[config.mk]
export PLATFORM = sky130hd
export DESIGN_NAME = ballot_unit
export DESIGN_NICKNAME = d
export VERILOG_FILES = /design/src/rtl/evm_pkg.sv /design/src/rtl/btn_onehot_debounce.sv /design/src/rtl/ballot_unit.sv
export SDC_FILE = /design/constraint.sdc
export NUM_CORES = 1
export LEC_CHECK = 0
export BUFFER_PORTS_ARGS = -buffer_cell sky130_fd_sc_hd__buf_2
export CORE_MARGIN = 2
export CORE_UTILIZATION = 54
export CTS_BUF_LIST = sky130_fd_sc_hd__clkbuf_4 sky130_fd_sc_hd__clkbuf_8 sky130_fd_sc_hd__clkbuf_16
export DETAILED_ROUTE_END_ITERATION = 10
export PLACE_DENSITY = 0.78
export SLEW_MARGIN = 20
export SYNTH_ARGS = -nofsm -noshare
export SYNTH_HDL_FRONTEND = slang
export SYNTH_SLANG_ARGS = --single-unit
export TNS_END_PERCENT = 5
[constraint.sdc]
create_clock -name clk -period 1.8 [get_ports clk]
set_input_delay 0.18 -clock clk [delete_from_list [all_inputs] [get_ports clk]]
set_output_delay 0.18 -clock clk [all_outputs]
set_load 0.005 [all_outputs]
[src/rtl/evm_pkg.sv]
// Shared voting-machine types: ballot FSM states, candidate codes, vote
// counter width and small one-hot helpers.
package evm_pkg;

  typedef enum logic [1:0] {
    IDLE  = 2'b00,
    ARMED = 2'b01,
    SEND  = 2'b10,
    DONE  = 2'b11
  } ballot_state_t;

  // Candidate codes match the counter block's select encoding.
  localparam logic [1:0] CAND0 = 2'b00;
  localparam logic [1:0] CAND1 = 2'b01;
  localparam logic [1:0] CAND2 = 2'b10;
  localparam logic [1:0] CAND3 = 2'b11;

  localparam int VOTE_CNT_W = 16;

  // True when exactly one button is pressed.
  function automatic logic is_onehot(input logic [3:0] v);
    return (v != 4'b0000) && ((v & (v - 4'd1)) == 4'b0000);
  endfunction

  // Button index to candidate code; only meaningful for one-hot inputs.
  function automatic logic [1:0] onehot_encode(input logic [3:0] v);
    case (v)
      4'b0010: return CAND1;
      4'b0100: return CAND2;
      4'b1000: return CAND3;
      default: return CAND0;
    endcase
  endfunction

endpackage

[src/rtl/btn_onehot_debounce.sv]
// One-hot button debouncer: latches the candidate seen last cycle and counts
// consecutive identical one-hot samples. `stable` fires on the sample that
// brings the count to DEBOUNCE_CYCLES. Zero or multi-hot samples clear the
// count. `clr` holds everything cleared while the ballot is not armed.
module btn_onehot_debounce
  import evm_pkg::*;
#(
  parameter int DEBOUNCE_CYCLES = 4
) (
  input  logic       clk,
  input  logic       reset,
  input  logic       clr,
  input  logic [3:0] btn,
  output logic       stable,
  output logic [1:0] code
);

  localparam int CNT_W = $clog2(DEBOUNCE_CYCLES + 1);
  localparam logic [CNT_W-1:0] CNT_DONE = CNT_W'(DEBOUNCE_CYCLES);

  logic [3:0]       cand_q;
  logic [CNT_W-1:0] cnt_q;
  logic [CNT_W-1:0] cnt_d;
  logic             onehot;
  logic             same;

  // Next debounce count and the stable-press detect.
  // NOTE: every always_comb output gets a default first so no path leaves it unassigned (which would infer a latch).
  always_comb begin
    cnt_d  = '0;
    onehot = is_onehot(btn);
    same   = (btn == cand_q);
    if (onehot) begin
      if (!same)                cnt_d = CNT_W'(1);
      else if (cnt_q == CNT_DONE) cnt_d = cnt_q;
      else                      cnt_d = cnt_q + CNT_W'(1);
    end
    stable = !clr && onehot && (cnt_d == CNT_DONE);
    code   = onehot_encode(btn);
  end

  // Candidate latch and debounce counter.
  // NOTE: sequential state uses non-blocking assignments so every flop samples pre-edge values.
  always_ff @(posedge clk) begin
    if (reset || clr) begin
      cnt_q  <= '0;
      cand_q <= 4'b0000;
    end else begin
      cnt_q <= cnt_d;
      if (onehot && !same) cand_q <= btn;
    end
  end

endmodule

[src/rtl/ballot_unit.sv]
// Ballot-side front end: arms one vote per `arm`, debounces the candidate
// buttons and offers a single 2-bit code to the counter over valid/ack.
// Optional feature: define BALLOT_TIMEOUT_EN to disarm an idle armed ballot
// after TIMEOUT_CYCLES with a one-cycle `timeout` pulse.
module ballot_unit
  import evm_pkg::*;
#(
  parameter int DEBOUNCE_CYCLES = 4,
  parameter int TIMEOUT_CYCLES  = 1000
) (
  input  logic                  clk,
  input  logic                  reset,
  input  logic                  arm,
  input  logic [3:0]            btn,
  input  logic                  vote_ack,
  output logic                  vote_valid,
  output logic [1:0]            vote_sel,
  output logic                  ready,
  output logic                  busy,
  output logic [VOTE_CNT_W-1:0] votes_cast,
  output logic                  timeout
);

  ballot_state_t         state_q;
  ballot_state_t         state_d;
  logic                  stable;
  logic [1:0]            code;
  logic                  load_sel;
  logic                  count_vote;
  logic                  tmo_hit;
  logic [VOTE_CNT_W-1:0] vote_cnt_q;

  btn_onehot_debounce #(
    .DEBOUNCE_CYCLES(DEBOUNCE_CYCLES)
  ) u_debounce (
    .clk   (clk),
    .reset (reset),
    .clr   (state_q != ARMED),
    .btn   (btn),
    .stable(stable),
    .code  (code)
  );

`ifdef BALLOT_TIMEOUT_EN
  localparam int TMO_W = $clog2(TIMEOUT_CYCLES + 1);

  logic [TMO_W-1:0] tmo_cnt_q;
  logic             timeout_q;

  // Expiry lands on the TIMEOUT_CYCLES-th edge spent in ARMED.
  assign tmo_hit = (state_q == ARMED) && (tmo_cnt_q == TMO_W'(TIMEOUT_CYCLES - 1));
  assign timeout = timeout_q;

  // Armed-time counter; held at zero outside ARMED so it restarts on entry.
  always_ff @(posedge clk) begin
    if (reset || state_q != ARMED) tmo_cnt_q <= '0;
    else                           tmo_cnt_q <= tmo_cnt_q + TMO_W'(1);
  end

  // One-cycle timeout pulse; a press completing on the same edge wins.
  always_ff @(posedge clk) begin
    if (reset) timeout_q <= 1'b0;
    else       timeout_q <= tmo_hit && !stable;
  end
`else
  assign tmo_hit = 1'b0;
  assign timeout = 1'b0;
`endif

  // Next-state logic and the load/count strobes for the datapath.
  always_comb begin
    state_d    = state_q;
    load_sel   = 1'b0;
    count_vote = 1'b0;
    case (state_q)
      IDLE:  if (arm && btn == 4'b0000) state_d = ARMED;
      ARMED: begin
        if (stable) begin
          state_d  = SEND;
          load_sel = 1'b1;
        end else if (tmo_hit) begin
          state_d = IDLE;
        end
      end
      SEND: begin
        if (vote_ack) begin
          state_d    = DONE;
          count_vote = 1'b1;
        end
      end
      DONE:    state_d = IDLE;
      default: state_d = IDLE;
    endcase
  end

  // State register with the registered status outputs, vote code and tally.
  always_ff @(posedge clk) begin
    if (reset) begin
      state_q    <= IDLE;
      vote_valid <= 1'b0;
      vote_sel   <= CAND0;
      ready      <= 1'b0;
      busy       <= 1'b0;
      vote_cnt_q <= '0;
    end else begin
      state_q    <= state_d;
      vote_valid <= (state_d == SEND);
      ready      <= (state_d == ARMED);
      busy       <= (state_d != IDLE);
      if (load_sel) vote_sel <= code;
      if (count_vote && vote_cnt_q != '1) vote_cnt_q <= vote_cnt_q + VOTE_CNT_W'(1);
    end
  end

  assign votes_cast = vote_cnt_q;

endmodule

==> results of run 1 <==
-- per-layer routing --
metal / global-route usage / vias up / wire length (um)
met3: 0.0670 / 4 / 186
met1: 0.282 / 675 / 1460
met2: 0.360 / 42 / 1610
met4: 0.0598 / 0 / 33
li1: - / 714 / -
met5: 0 / - / 0
-- through the flow --
stage,hold slack [ns],std cells,worst slack [ns],utilization,instance area [um^2]
global placement,0.458,237,0.187,0.621,1730
CTS,0.232,245,0.0659,0.644,1790
floorplan,0.459,186,0.233,-,1580
global route,0.260,245,0.00767,0.646,1800
finish,0.263,245,0.108,0.646,1800
detailed placement,0.463,237,0.0859,0.621,1730
-- worst max path at each step --
| stage | start | end | slack (ns) | cells after the start |
|---|---|---|---|---|
| global route | u_debounce.cnt_q[0] | vote_valid | 0.008 | 7 |
| floorplan | u_debounce.cnt_q[0] | state_q[0] | 0.23 | 7 |
| detailed placement | u_debounce.cnt_q[0] | vote_valid | 0.09 | 7 |
| finish | u_debounce.cnt_q[0] | vote_valid | 0.11 | 7 |
| CTS | u_debounce.cnt_q[0] | vote_valid | 0.07 | 7 |
| global placement | u_debounce.cnt_q[0] | vote_valid | 0.19 | 7 |
-- cell families (layout without fill, tap and decap cells) --
kind of cell | after synthesis | in the layout | share of synthesized area
and+or+nand+nor | 92 | 92 | 0.325
DFF | 30 | 30 | 0.379
AOI/OAI and AO/OA | 26 | 26 | 0.107
xor gates and xnor gates | 20 | 20 | 0.111
buffers and inverters | 11 | 39 | 0.0324
adders and majority gates | 3 | 3 | 0.0237
muxes | 3 | 3 | 0.0197
other | 1 | 1 | 0.00237
-- cells in the final DEF (no fill, tap or decap), types with 4 or more instances in the layout --
master    count
a21oi_1       6
and3_1        4
and4_1        4
buf_2        28
clkbuf_4      5
dfxtp_1      30
nand2_1      11
nand2b_1      4
nand3_1      10
nand4_1       4
nor2_1       26
nor3_1        9
o21ai_0       7
xnor2_1      12
xor2_1        8
-- power groups by stage --
stage	clock, uW	combinational [uW]	sequential, uW
after floorplan	0	57.2	682
after global placement	0	68.4	682
after detailed placement	0	71.7	682
after CTS	437	72.0	666
after global routing	467	81.3	667
final	423	72.4	666
-- Yosys cell counts (3+ instances only) --
| cell type | instances |
|---|---|
| buf_2 | 5 |
| ha_1 | 3 |
| a21oi_1 | 6 |
| nand4_1 | 4 |
| dfxtp_1 | 30 |
| o21ai_1 | 3 |
| nand3_1 | 11 |
| nand2_1 | 11 |
| o21ai_0 | 7 |
| nor3_1 | 9 |
| nor2_1 | 26 |
| clkbuf_1 | 3 |
| nor4_1 | 3 |
| xnor2_1 | 12 |
| and4_1 | 4 |
| and3b_1 | 3 |
| xor2_1 | 8 |
| and3_1 | 4 |
| nand2b_1 | 4 |
-- registers in the layout (all words and copies together) (netlist names) --
name	count
votes_cast	16
u_debounce.cand_q	4
u_debounce.cnt_q	3
state_q	2
vote_sel	2
busy	1
ready	1
vote_valid	1
-- worst max-delay path, cell delays in order (launching register included) --
cell      delay (ns)
dfxtp_1         0.33
inv_1           0.09
ha_1            0.17
and3b_1         0.18
or3_4           0.34
nor3_4          0.16
nand2_1         0.11
a211oi_2        0.23
-- layout make-up --
class | count | share of cell area
Sequential cell | 30 | 0.334
Clock buffer | 6 | 0.0286
Multi-Input combinational cell | 145 | 0.522
Inverter | 2 | 0.00418
Tap cell | 31 | 0.0216
Timing Repair Buffer | 29 | 0.0822
Clock inverter | 2 | 0.00697
==> results.py, run 1 <==
metrics = {
    "clock_tree": {
        "ctsHtreeMaxLevel": 2,
        "cts_resized": 0,
        "tritoncts": "done",
        "cts-buffers-inserted": 5,
        "root_buffer": "clkbuf_4",
        "holdBufCountCts": 0,
        "clkTransAtPathRegs_ns": 0.09,
        "post_cts.repair.setup_buffers": 0,
        "clock-sinks": 30,
        "cts_buffer_depth": 2,
        "clock_latency_ns": 0.33,
    },
    "placement": {
        "gp_congestion": 0.744,
        "io_buffers": 28,
        "hpwlAfterDp_um": 2460,
    },
    "critical_path": {
        "cp_data_required_time_ns": 2.04,
        "path_class": "register to register",
        "r2r-start": "u_debounce.cnt_q[0]",
        "rr_endpoint": "vote_valid",
        "startpoint_type": "register",
        "worst_r2r_path_depth": 7,
        "cp-end-kind": "register",
        "cp_max_fo": 4,
        "ff2ff_setup_slack_ns": 0.11,
        "arrival_ns": 1.93,
    },
    "synthesis": {
        "synth_edf_count": 0,
        "synth_cell_type_count": 42,
        "synth.ff_latch_count": 30,
        "synthFlopType": "dfxtp_1",
        "ys_seq_area_frac": 0.379,
        "yosys.area.top_type": "dfxtp_1",
        "ys.warnings.count": 0,
        "async_flop_share": 0,
        "synth_area_leaders": "dfxtp_1 38%, xnor2_1 6.6%, nor2_1 6.2%, xor2_1 4.4%, nand3_1 3.5%",
        "netlist_area_mm2": 0.00158,
        "syn_area_per_cell_um2": 8.52,
        "syn-num-nets": 197,
        "synthCells": 186,
        "netlist.area_leader.share": 0.379,
    },
    "sta": {
        "hold_viol": 0,
        "skew_ns": 0.0134,
        "rsz0062_at_grt": "false",
        "fmax_mhz": 591,
        "final.period_utilization": 0.940,
        "setup_viol": 0,
        "drv_slew": 0,
        "setup_tns_ns": 0,
        "finalCriticalPeriod_ns": 1.69,
    },
    "global_routing": {
        "grt_max_degree": 27,
        "overflow": 0,
        "antenna_found_initial": 0,
        "grt_util_all_layers": 0.220,
        "grt_pass1_vias": 1277,
        "grt_pass1_wl_um": 5600,
    },
    "floorplan": {
        "fp.dieH_um": 58.2,
        "rows": 19,
        "chipWidth_um": 58.2,
        "start_util": 0.570,
        "io_pins": 30,
        "coreArea_mm2": 0.00278,
        "die-area_mm2": 0.00338,
    },
    "power_and_ir_drop": {
        "power.leakage_uw": 0.000706,
        "pwr-share-clk": 0.364,
        "ir_drop_mv": 0.687,
        "p_comb_frac": 0.062,
        "power_uw": 1160,
        "seqPwrFrac": 0.574,
        "p_sw_frac": 0.243,
        "p_sw_uw": 282,
        "intPower_uw": 880,
        "p_per_area_mw_per_mm2": 647,
    },
    "route": {
        "initialDrtViolationCount": 71,
        "via_count": 1435,
        "ant_nets": 0,
        "avgRoutedWirePerCell_um": 13.4,
        "drt_wl_total_um": 3280,
        "drt_first_pass_iters": 4,
        "remaining_drc_errors": 0,
        "vias_per_cell": 5.86,
    },
    "hold_path": {
        "holdPathEnd": "u_debounce.cand_q[3]",
        "hold_depth": 3,
        "hp-class": "primary input to register",
        "min_from": "btn[3]",
    },
    "flow_run": {
        "max_cap_viol_count": 0,
    },
    "cells_and_area": {
        "num-fill-cells": 237,
        "multiInputGateArea_um2": 937,
        "drive_gt1_frac": 0.224,
        "layout.nets": 224,
        "antenna_cells": 0,
        "area_delta_synth_final_pct": 13.3,
        "register_area_um2": 601,
    },
    "run_status": {
        "status": "finished clean",
    },
}
Power figures use the tool's default switching activity.
==> run 2, diff against run 1 <==
ABC_CLOCK_PERIOD_IN_PS = 1800   (was default)
CORE_UTILIZATION = 35   (was 54)
PLACE_DENSITY = 0.55   (was 0.78)
==> run 2 against run 1 <==
  * Via count is 5.4% lower
  * Register-to-register slack better by 0.06 ns
  * Clock power is 35% higher
  * Hold slack worse by 0.097 ns
  * Die area is 50% higher
  * Sequential share of layout area is 1.6 points lower
  * First-iteration DRC count is 30% lower
  * Critical path type unchanged
  * Highest routed layer unchanged
==> results.py, run 2 (synthesis gave the netlist of run 1 again) <==
metrics = {
    "placement": {
        "hpwlAfterDp_um": 2440,
        "io_buffers": 28,
        "gp_congestion": 0.728,
    },
    "sta": {
        "skew_ns": 0.00572,
        "rsz0062_at_grt": "false",
        "hold_viol": 0,
        "finalCriticalPeriod_ns": 1.63,
        "whs_ns": 0.166,
        "setup_tns_ns": 0,
        "final.period_utilization": 0.908,
        "setup_viol": 0,
        "fmax_mhz": 612,
        "drv_slew": 0,
    },
    "floorplan": {
        "rows": 24,
        "io_pins": 30,
        "start_util": 0.364,
        "fp.dieH_um": 71.3,
        "die-area_mm2": 0.00508,
        "chipWidth_um": 71.3,
        "coreArea_mm2": 0.00435,
    },
    "global_routing": {
        "grt_max_degree": 21,
        "overflow": 0,
        "grt_pass1_vias": 1278,
        "grt_pass1_wl_um": 6010,
        "antenna_found_initial": 0,
        "grt_util_all_layers": 0.151,
    },
    "clock_tree": {
        "cts_resized": 0,
        "clock_latency_ns": 0.29,
        "root_buffer": "clkbuf_8",
        "ctsHtreeMaxLevel": 2,
        "clkTransAtPathRegs_ns": 0.06,
        "cts-buffers-inserted": 5,
        "cts_buffer_depth": 2,
        "post_cts.repair.setup_buffers": 0,
        "holdBufCountCts": 0,
        "tritoncts": "done",
        "clock-sinks": 30,
    },
    "critical_path": {
        "cp_slowest_cell": "or3_4",
        "cp-end-kind": "register",
        "arrival_ns": 1.80,
        "crit_path_max_incr_delay_ns": 0.34,
        "cp_max_fo": 4,
        "path_delay_family": "simple AND/OR/NAND/NOR gates",
        "cp_data_required_time_ns": 1.97,
        "startpoint_type": "register",
        "crit_buf_inv": 1,
        "path_cells": "inv_1 > ha_1 > and3b_1 > or3_4 > nor3_4 > and2_1 > o22ai_1",
        "path_class": "register to register",
    },
    "cells_and_area": {
        "drive_gt1_frac": 0.239,
        "antenna_cells": 0,
        "layout.nets": 228,
        "layout_common_cells": "30 x dfxtp_1, 28 x buf_2, 26 x nor2_1",
        "multiInputGateArea_um2": 937,
        "largest_register_ffs": 16,
        "final_common_cell": "dfxtp_1",
        "area_delta_synth_final_pct": 18.9,
        "num-fill-cells": 457,
        "register_area_um2": 601,
    },
    "power_and_ir_drop": {
        "p_per_area_mw_per_mm2": 697,
        "ir_drop_mv": 0.377,
        "power.leakage_uw": 0.000739,
    },
    "hold_path": {
        "hp-class": "primary input to register",
    },
    "route": {
        "drt_wl_total_um": 3370,
        "vias_per_cell": 5.03,
        "via_count": 1358,
        "drt_first_pass_iters": 4,
        "remaining_drc_errors": 0,
        "avgRoutedWirePerCell_um": 12.5,
        "initialDrtViolationCount": 50,
        "ant_nets": 0,
    },
    "flow_run": {
        "max_cap_viol_count": 0,
    },
    "run_status": {
        "status": "finished clean",
    },
}
## run 2: final cells by class
| cell class | count | area share |
|---|---|---|
| inverter | 2 | 0.00399 |
| clock buffer | 6 | 0.0439 |
| timing repair buffer | 33 | 0.0944 |
| tap | 52 | 0.0346 |
| multi-input combinational | 145 | 0.498 |
| sequential | 30 | 0.319 |
| clock inverter | 2 | 0.00664 |
## run 2: report_power, final
group	leakage, uW	total [uW]	switching [uW]	internal, uW
clock	0.0000472	571	264	307
combinational	0.000450	74.2	45.7	28.5
sequential	0.000242	667	1.41	666
## run 2: worst paths after layout
path                             from           to  slack, ns  depth (start not counted)
hold reg to reg           vote_sel[0]  vote_sel[0]       0.46                          2
setup / recovery  u_debounce.cnt_q[0]   state_q[0]       0.17                          7
hold / removal                  reset   state_q[0]       0.17                          2
setup reg to reg  u_debounce.cnt_q[0]   state_q[0]       0.17                          7
## run 2: routing by layer
layer | wire length (um) | track usage
met2 | 1400 | 0.218
met5 | 0 | 0
met4 | 82 | 0.0818
met1 | 1760 | 0.208
met3 | 122 | 0.0366
## run 2: per-stage QoR
step,worst slack [ns],util,power [uW],instance area (um^2),cells
finish,0.166,0.432,1310,1880,270
detailed placement,0.161,0.409,756,1780,262
CTS,0.148,0.431,1330,1880,270
global placement,0.186,0.409,755,1780,262
global route,0.0183,0.432,1370,1880,270
floorplan,0.233,-,739,1580,186
==> run 3, diff against run 2 <==
ABC_CLOCK_PERIOD_IN_PS = 1400   (was 1800)
PLACE_DENSITY = 0.57   (was 0.55)
clock period = 1.4 ns   (was 1.8 ns; I/O delays follow)
==> run 3 against run 2 <==
  * The run now ends with setup timing left
  * Register-to-register slack worse by 0.34 ns
  * Non-clock buffer count up 36
  * Clock skew up 0.00099 ns
  * Cell area up 17%
  * Via count up 9.1%
  * Final cell count up 13%
  * Critical path depth unchanged
  * Maximum frequency up 3.5%
  * Wire length up 4.5%
  * Critical path type unchanged
==> results.py, run 3 (synthesis gave the netlist of run 1 again) <==
metrics = {
    "placement": {
        "pre_cts_ws_ns": -0.181,
        "gp_congestion": 0.823,
        "post_dp_cell_area_mm2": 0.00206,
        "io_buffers": 28,
        "hpwlAfterDp_um": 2700,
    },
    "critical_path": {
        "cp_data_required_time_ns": 1.57,
        "arrival_ns": 1.74,
        "r2r-start": "u_debounce.cnt_q[0]",
        "rr_endpoint": "state_q[0]",
        "startpoint_type": "register",
        "cp_max_fo": 4,
        "worst_r2r_path_depth": 7,
        "path_class": "register to register",
        "cp-end-kind": "register",
        "ff2ff_setup_slack_ns": -0.18,
    },
    "route": {
        "ant_nets": 0,
        "vias_per_cell": 4.84,
        "via_count": 1481,
        "drt_first_pass_iters": 4,
        "avgRoutedWirePerCell_um": 11.5,
        "remaining_drc_errors": 0,
        "drt_wl_total_um": 3520,
        "initialDrtViolationCount": 87,
    },
    "sta": {
        "fmax_mhz": 633,
        "final.period_utilization": 1.13,
        "drv_slew": 0,
        "setup_tns_ns": -0.978,
        "hold_viol": 0,
        "skew_ns": 0.00671,
        "finalCriticalPeriod_ns": 1.58,
        "rsz0062_at_grt": "true",
        "setup_ws_ns": -0.179,
        "whs_ns": 0.214,
        "setup_viol": 10,
    },
    "global_routing": {
        "overflow": 0,
        "grt_util_all_layers": 0.155,
        "grt_pass1_wl_um": 6240,
        "use_met2": 0.221,
        "busiest_layer": "met2",
        "grt_pass1_vias": 1371,
        "grt_max_degree": 22,
        "grt_use_met1": 0.217,
        "grt_util_met3": 0.0464,
        "antenna_found_initial": 0,
    },
    "cells_and_area": {
        "fin_util": 0.506,
        "largest_register_ffs": 16,
        "num-fill-cells": 427,
        "multiInputGateArea_um2": 983,
        "final_area_mm2": 0.00220,
        "area_delta_synth_final_pct": 39.0,
        "final_common_cell": "buf_4",
        "layout_common_cells": "41 x buf_4, 28 x dfxtp_1, 28 x buf_2",
        "antenna_cells": 0,
        "register_area_um2": 603,
        "drive_gt1_frac": 0.402,
        "layout.nets": 264,
    },
    "clock_tree": {
        "clock_latency_ns": 0.29,
        "clock-sinks": 30,
        "tritoncts": "done",
        "clkTransAtPathRegs_ns": 0.06,
        "holdBufCountCts": 0,
        "ctsHtreeMaxLevel": 2,
        "cts-buffers-inserted": 5,
        "root_buffer": "clkbuf_8",
        "cts_buffer_depth": 2,
        "post_cts.repair.setup_buffers": 0,
    },
    "floorplan": {
        "rows": 24,
        "die-area_mm2": 0.00508,
        "io_pins": 30,
        "chipWidth_um": 71.3,
        "coreArea_mm2": 0.00435,
        "start_util": 0.364,
        "fp.dieH_um": 71.3,
    },
    "run_status": {
        "violations": "setup timing",
        "status": "finished, violations left",
    },
    "power_and_ir_drop": {
        "p_per_area_mw_per_mm2": 781,
        "p_comb_frac": 0.070,
        "seqPwrFrac": 0.499,
        "power.leakage_uw": 0.000929,
        "intPower_uw": 1330,
        "p_sw_frac": 0.228,
        "p_sw_uw": 391,
        "pwr-share-clk": 0.431,
        "ir_drop_mv": 0.306,
    },
    "hold_path": {
        "min_from": "reset",
        "hold_depth": 3,
        "holdPathEnd": "vote_sel[1]",
        "hp-class": "primary input to register",
    },
    "flow_run": {
        "max_cap_viol_count": 0,
    },
}
-- run 3: critical path: stages (launching register included) --
cell and delay (ns):
dfxtp_1 0.31, inv_1 0.07, ha_1 0.15, and3b_1 0.18, or3_4 0.34, nor3_4 0.16, and2_4 0.19, o22ai_1 0.07
-- run 3: worst max-delay path by stage --
stage,endpoint,start,depth (start not counted)
floorplan,vote_valid,u_debounce.cnt_q[0],7
global placement,vote_valid,u_debounce.cnt_q[0],7
detailed placement,vote_valid,u_debounce.cnt_q[0],7
CTS,state_q[0],u_debounce.cnt_q[0],7
global route,vote_valid,u_debounce.cnt_q[0],7
finish,state_q[0],u_debounce.cnt_q[0],7
-- run 3: what timing repair did --
item                                    4_1_cts  5_1_grt
endpoints found under the hold margin         0        0
pin swaps                                     0        4
endpoints found under the setup margin       18       21
resized for setup                             7       11
-- run 3: power by group through the flow --
stage / Sequential (uW) / Clock, uW / Combinational (uW)
after global routing: 857 / 793 / 136
after floorplan: 876 / 0 / 73.6
after CTS: 857 / 762 / 121
final: 857 / 741 / 120
after global placement: 876 / 0 / 120
after detailed placement: 876 / 0 / 121
-- run 3: through the flow --
step,power (uW),cells
3_3_place_gp,996,298
5_1_grt,1790,306
3_5_place_dp,997,298
6_report,1720,306
4_1_cts,1740,306
2_1_floorplan,950,186
-- run 3: cell type report --
class                   instances  share of cell area
clock buffers                   7              0.0409
clock inverters                 1             0.00227
inverters                       2             0.00341
multi-input cells             145               0.447
flip-flops and latches         30               0.274
well taps                      52              0.0295
repair buffers                 69               0.203
-- run 3: routing by layer --
metal  up-vias  wire, um
met3         7       156
met2        28      1460
met5         -         0
met4         0        85
met1       655      1820
li1        791         -
